==> src/rtl/multiphase_lo_gen.sv <==
// NCO-driven one-hot multiphase LO generator with wrap-synchronised frequency
// updates, sideband selection, optional break-before-make dead time and enable.
module multiphase_lo_gen #(
  parameter int PHASES   = 4,
  parameter int ACC_W    = 24,
  parameter int DEAD_CYC = 0
) (
  input  logic              clk,
  input  logic              reset_n,
  input  logic              enable,
  input  logic [ACC_W-1:0]  freq_word,
  input  logic              freq_strobe,
  input  logic              sideband,
  output logic [PHASES-1:0] phase_out,
  output logic              freq_busy,
  output logic              wrap_pulse
);

  localparam int         IDX_W   = $clog2(PHASES);
  localparam logic [2:0] DEAD_LD = 3'(DEAD_CYC);

  logic [ACC_W-1:0]  acc_q, acc_d;
  logic [ACC_W-1:0]  inc_q, inc_d;
  logic [ACC_W-1:0]  pend_q, pend_d;
  logic              busy_q, busy_d;
  logic              wrap_q, wrap_d;
  logic [PHASES-1:0] phase_q, phase_d;
  logic [PHASES-1:0] last_q, last_d;
  logic [PHASES-1:0] hold_q, hold_d;
  logic [2:0]        dead_q, dead_d;

  logic [ACC_W:0]    sum_s;
  logic              carry_s;
  logic [IDX_W-1:0]  idx_raw_s;
  logic [IDX_W-1:0]  idx_s;
  logic [PHASES-1:0] target_s;

  // Accumulator, frequency handshake and output/dead-time next-state logic
  always_comb begin
    sum_s     = {1'b0, acc_q} + {1'b0, inc_q};
    carry_s   = enable & sum_s[ACC_W];
    idx_raw_s = acc_q[ACC_W-1 -: IDX_W];
    if (sideband) begin
      idx_s = {IDX_W{1'b0}} - idx_raw_s;
    end else begin
      idx_s = idx_raw_s;
    end
    target_s = {{(PHASES-1){1'b0}}, 1'b1} << idx_s;

    acc_d   = acc_q;
    inc_d   = inc_q;
    pend_d  = pend_q;
    busy_d  = busy_q;
    phase_d = phase_q;
    last_d  = last_q;
    hold_d  = hold_q;
    dead_d  = dead_q;
    wrap_d  = carry_s;

    if (enable) begin
      acc_d = sum_s[ACC_W-1:0];
    end else begin
      acc_d = acc_q;
    end

    // With inc==0 or enable==0 no wrap can ever come, so apply at once
    if (busy_q) begin
      if (carry_s || (inc_q == {ACC_W{1'b0}}) || !enable) begin
        inc_d  = pend_q;
        busy_d = 1'b0;
      end else begin
        busy_d = 1'b1;
      end
    end else if (freq_strobe) begin
      pend_d = freq_word;
      busy_d = 1'b1;
    end else begin
      busy_d = 1'b0;
    end

    if (!enable) begin
      phase_d = {PHASES{1'b0}};
      dead_d  = 3'd0;
    end else if (DEAD_CYC == 0) begin
      phase_d = target_s;
      last_d  = target_s;
    end else if (dead_q != 3'd0) begin
      if (target_s != hold_q) begin
        phase_d = {PHASES{1'b0}};
        dead_d  = DEAD_LD;
        hold_d  = target_s;
      end else if (dead_q == 3'd1) begin
        phase_d = target_s;
        last_d  = target_s;
        dead_d  = 3'd0;
      end else begin
        phase_d = {PHASES{1'b0}};
        dead_d  = dead_q - 3'd1;
      end
    end else if ((last_q != {PHASES{1'b0}}) && (target_s != last_q)) begin
      phase_d = {PHASES{1'b0}};
      dead_d  = DEAD_LD;
      hold_d  = target_s;
    end else begin
      phase_d = target_s;
      last_d  = target_s;
    end
  end

  // State registers
  always_ff @(posedge clk or negedge reset_n) begin
    if (!reset_n) begin
      acc_q   <= {ACC_W{1'b0}};
      inc_q   <= {ACC_W{1'b0}};
      pend_q  <= {ACC_W{1'b0}};
      busy_q  <= 1'b0;
      wrap_q  <= 1'b0;
      phase_q <= {PHASES{1'b0}};
      last_q  <= {PHASES{1'b0}};
      hold_q  <= {PHASES{1'b0}};
      dead_q  <= 3'd0;
    end else begin
      acc_q   <= acc_d;
      inc_q   <= inc_d;
      pend_q  <= pend_d;
      busy_q  <= busy_d;
      wrap_q  <= wrap_d;
      phase_q <= phase_d;
      last_q  <= last_d;
      hold_q  <= hold_d;
      dead_q  <= dead_d;
    end
  end

  assign phase_out  = phase_q;
  assign freq_busy  = busy_q;
  assign wrap_pulse = wrap_q;

endmodule
==> config.mk <==
export PLATFORM = sky130hd
export DESIGN_NAME = multiphase_lo_gen
export DESIGN_NICKNAME = d
export VERILOG_FILES = /design/src/rtl/multiphase_lo_gen.sv
export SDC_FILE = /design/constraint.sdc
export NUM_CORES = 1
export LEC_CHECK = 0
export ABC_AREA = 1
export CAP_MARGIN = 5
export CORE_MARGIN = 3
export CORE_UTILIZATION = 35
export CTS_CLUSTER_SIZE = 16
export DETAILED_ROUTE_END_ITERATION = 12
export PLACE_DENSITY_LB_ADDON = 0.08
export SETUP_SLACK_MARGIN = 0.05
export SLEW_MARGIN = 40
export SYNTH_ARGS = -nofsm -noshare
export SYNTH_HDL_FRONTEND = slang
export SYNTH_SLANG_ARGS = --single-unit
export TNS_END_PERCENT = 20
==> constraint.sdc <==
create_clock -name clk -period 6.8 [get_ports clk]
set_clock_uncertainty 0.2 [all_clocks]
set_input_delay 1.36 -clock clk [delete_from_list [all_inputs] [get_ports clk]]
set_output_delay 1.36 -clock clk [all_outputs]
set_load 0.03 [all_outputs]
==> results.toml <==
[timing]
max_freq_ghz = 0.297
slew_headroom_pct = 62.4
worstMarginPinSlew_ps = 562
finalSetupViolCount = 0
period_needed_ps = 3370
maxSlewViolCount = 0
setup_tns_ps = 0
min_period_over_period_pct = 49.5
rsz0062_at_grt = "false"
fin_ws_ps = 3430
final-hold-violation-count = 0

[worst_setup_path]
ff2ff_path_depth = 11
cp.required_ps = 5240
r2r-start = "acc_q[0]"
r2r-end = "inc_q[1]"
critPathLaunchType = "register"
r2r_setup_slack_ps = 3820
cp.arrival_ps = 1810
slowest_delay_ps = 770
critical_path.top_delay_family = "buffers and inverters"
worstPathMaxFanout = 27
crit_buf_inv = 1
slowest_stage = "clkdlybuf4s50_1"
path_cells = "clkdlybuf4s50_1"
cp-startpoint = "freq_busy"
path_depth = 1
crit_end = "freq_busy"
worstSetupPathType = "register to primary output"
endpoint_kind = "primary output"

[place]
place_congestion = 0.855
dp_hpwl_um = 9110
place_ws_ps = 3490
dp.cells = 861
io_buffers = 34

[cts]
cts_setup_buffers = 0
cts_tree = "done"
clk_path_buf_depth = 2
htree_levels = 3
ctsHoldBuffers = 0
cts.clk_slew.worst_paths_ps = 60
cts.sinks = 78
cts_buffers = 9
insertion_delay_ps = 350
cts-root-buf = "clkbuf_16"
postCtsResizedCells = 0

[outcome]
status = "finished clean"

[global_route]
grt_use_met1_pct = 22.1
grt_antenna_before_repair = 0
grt_pass1_vias = 4174
grt_max_degree = 79
grt_usage_pct = 16.1
grt_overflow = 0
grt_pass1_wl_um = 20400
grt-busiest-layer = "met2"
gr-usage-met2_pct = 25.5
met3_usage_pct = 4.07

[layout]
final_nets = 753
final_cell_mix = "nand2_1 (236), inv_1 (84), dfrtp_1 (77)"
area_growth_pct = 15.7
diodes = 0
final_common_cell = "nand2_1"
layout.cells.non_filler = 878
final_layout_size_suffix_gt1_share_pct = 13.2

[power]
peakVddDrop_mv = 0.205
leakage_nw = 3.03
power_density_nw_per_um2 = 540

[route]
vias = 4061
drt_wl_total_um = 11800
vias_per_cell = 4.63
ant_nets = 0
detail_route.wl_per_cell_um = 13.4
drc = 0
drt-initial-drc-count = 181
dr.pass1.iters = 4

[floorplan]
initial_core_util_pct = 36.6
core-area_um2 = 13500
die_w_um = 125
io_pins = 35
dieArea_um2 = 15600
rows = 42
die_h_um = 125

[yosys]
seq_area_frac_synth_pct = 39.5
yosysUniqueCellTypes = 32
synth-seq-cells = 78
syn_area_um2 = 4940
yosysWarnings = 0
syn_area_per_cell_um2 = 7.44
synthesis.instances = 665
syn_nets = 721

[run]
drv_cap = 0

[hold_path]
hp-class = "register to register"
## registers in the layout, summed over array words and instances, names as in the netlist
register and flops:
wrap_pulse 1, phase_out 4, freq_busy 1, pend_q 24
inc_q 24, acc_q 24
## power breakdown
part           switching (mW)  internal, mW
Sequential              0.209         0.697
Clock                   0.201         0.257
Combinational            1.07         0.661
Total                    1.48          1.61
## metrics by stage
step	power [mW]	util, %	cell area, µm²	hold WS [ps]
final	3.09	42.4	5720	290
after global routing	3.44	42.4	5720	318
after global placement	2.62	40.1	5420	261
after detailed placement	2.65	40.1	5420	274
after CTS	3.13	42.2	5690	291
after floorplan	2.22	-	4940	248
## cell families (layout without fill, tap and decap cells)
logic type | Yosys count | after routing | share of synthesized area (%)
AND/OR/NAND/NOR | 380 | 380 | 33.4
buffers and inverters | 111 | 148 | 9.11
flip-flops | 78 | 78 | 39.5
AO/OA/AOI/OAI | 35 | 35 | 3.77
adder cells (fa/ha/maj) | 27 | 27 | 6.98
multiplexers | 24 | 24 | 5.47
XOR/XNOR | 10 | 10 | 1.77
## worst min-delay path by stage
stage               cells after the start   endpoint       from
global route                            2  acc_q[18]  acc_q[18]
detailed placement                      2   acc_q[0]   acc_q[0]
CTS                                     2   acc_q[0]   acc_q[0]
global placement                        2   acc_q[0]   acc_q[0]
floorplan                               2   acc_q[0]   acc_q[0]
finish                                  2  acc_q[21]  acc_q[21]
## area by class of cell
type | count | area [µm²]
clock buffers | 11 | 243
clock inverters | 5 | 33.8
fillers | 1408 | 7780
inverters | 97 | 364
multi-input cells | 476 | 2540
flip-flops and latches | 78 | 1950
well taps | 176 | 220
repair buffers | 35 | 364
## layer usage
layer	share of wire, %	vias to the layer above
met2	44	68
met1	50	1848
met5	0	-
met4	1.4	0
li1	-	2135
met3	4.1	10
## synth_stat cells
cell type  number  share of area (%)
buf_1           2               0.15
or2_2           3               0.38
nand3_1        54                5.5
dfrtp_1        78                 39
fa_1            1               0.40
a21oi_1        16                1.6
clkbuf_1        5               0.38
o21ai_0        14                1.4
nand2_1       237                 18
nor2_1         38                2.9
a21o_1          1               0.15
ha_1           26                6.6
nand4_4         1               0.43
inv_2           9               0.68
a21oi_2         2               0.35
inv_1          85                6.5
buf_8           2               0.61
xor2_1          3               0.53
nand4_1         8                1.0
nor2_4          3               0.68
mux2_2         24                5.5
nand2_2        27                3.4
o21ai_1         1               0.10
buf_4           2               0.30
and2_1          3               0.38
a31oi_1         1               0.13
nor3_1          3               0.30
nand2_4         1               0.23
xnor2_1         7                1.2
clkinv_1        3               0.23
buf_2           3               0.30
nor2_2          2               0.25
No activity file was read; power rests on OpenSTA's default activity.
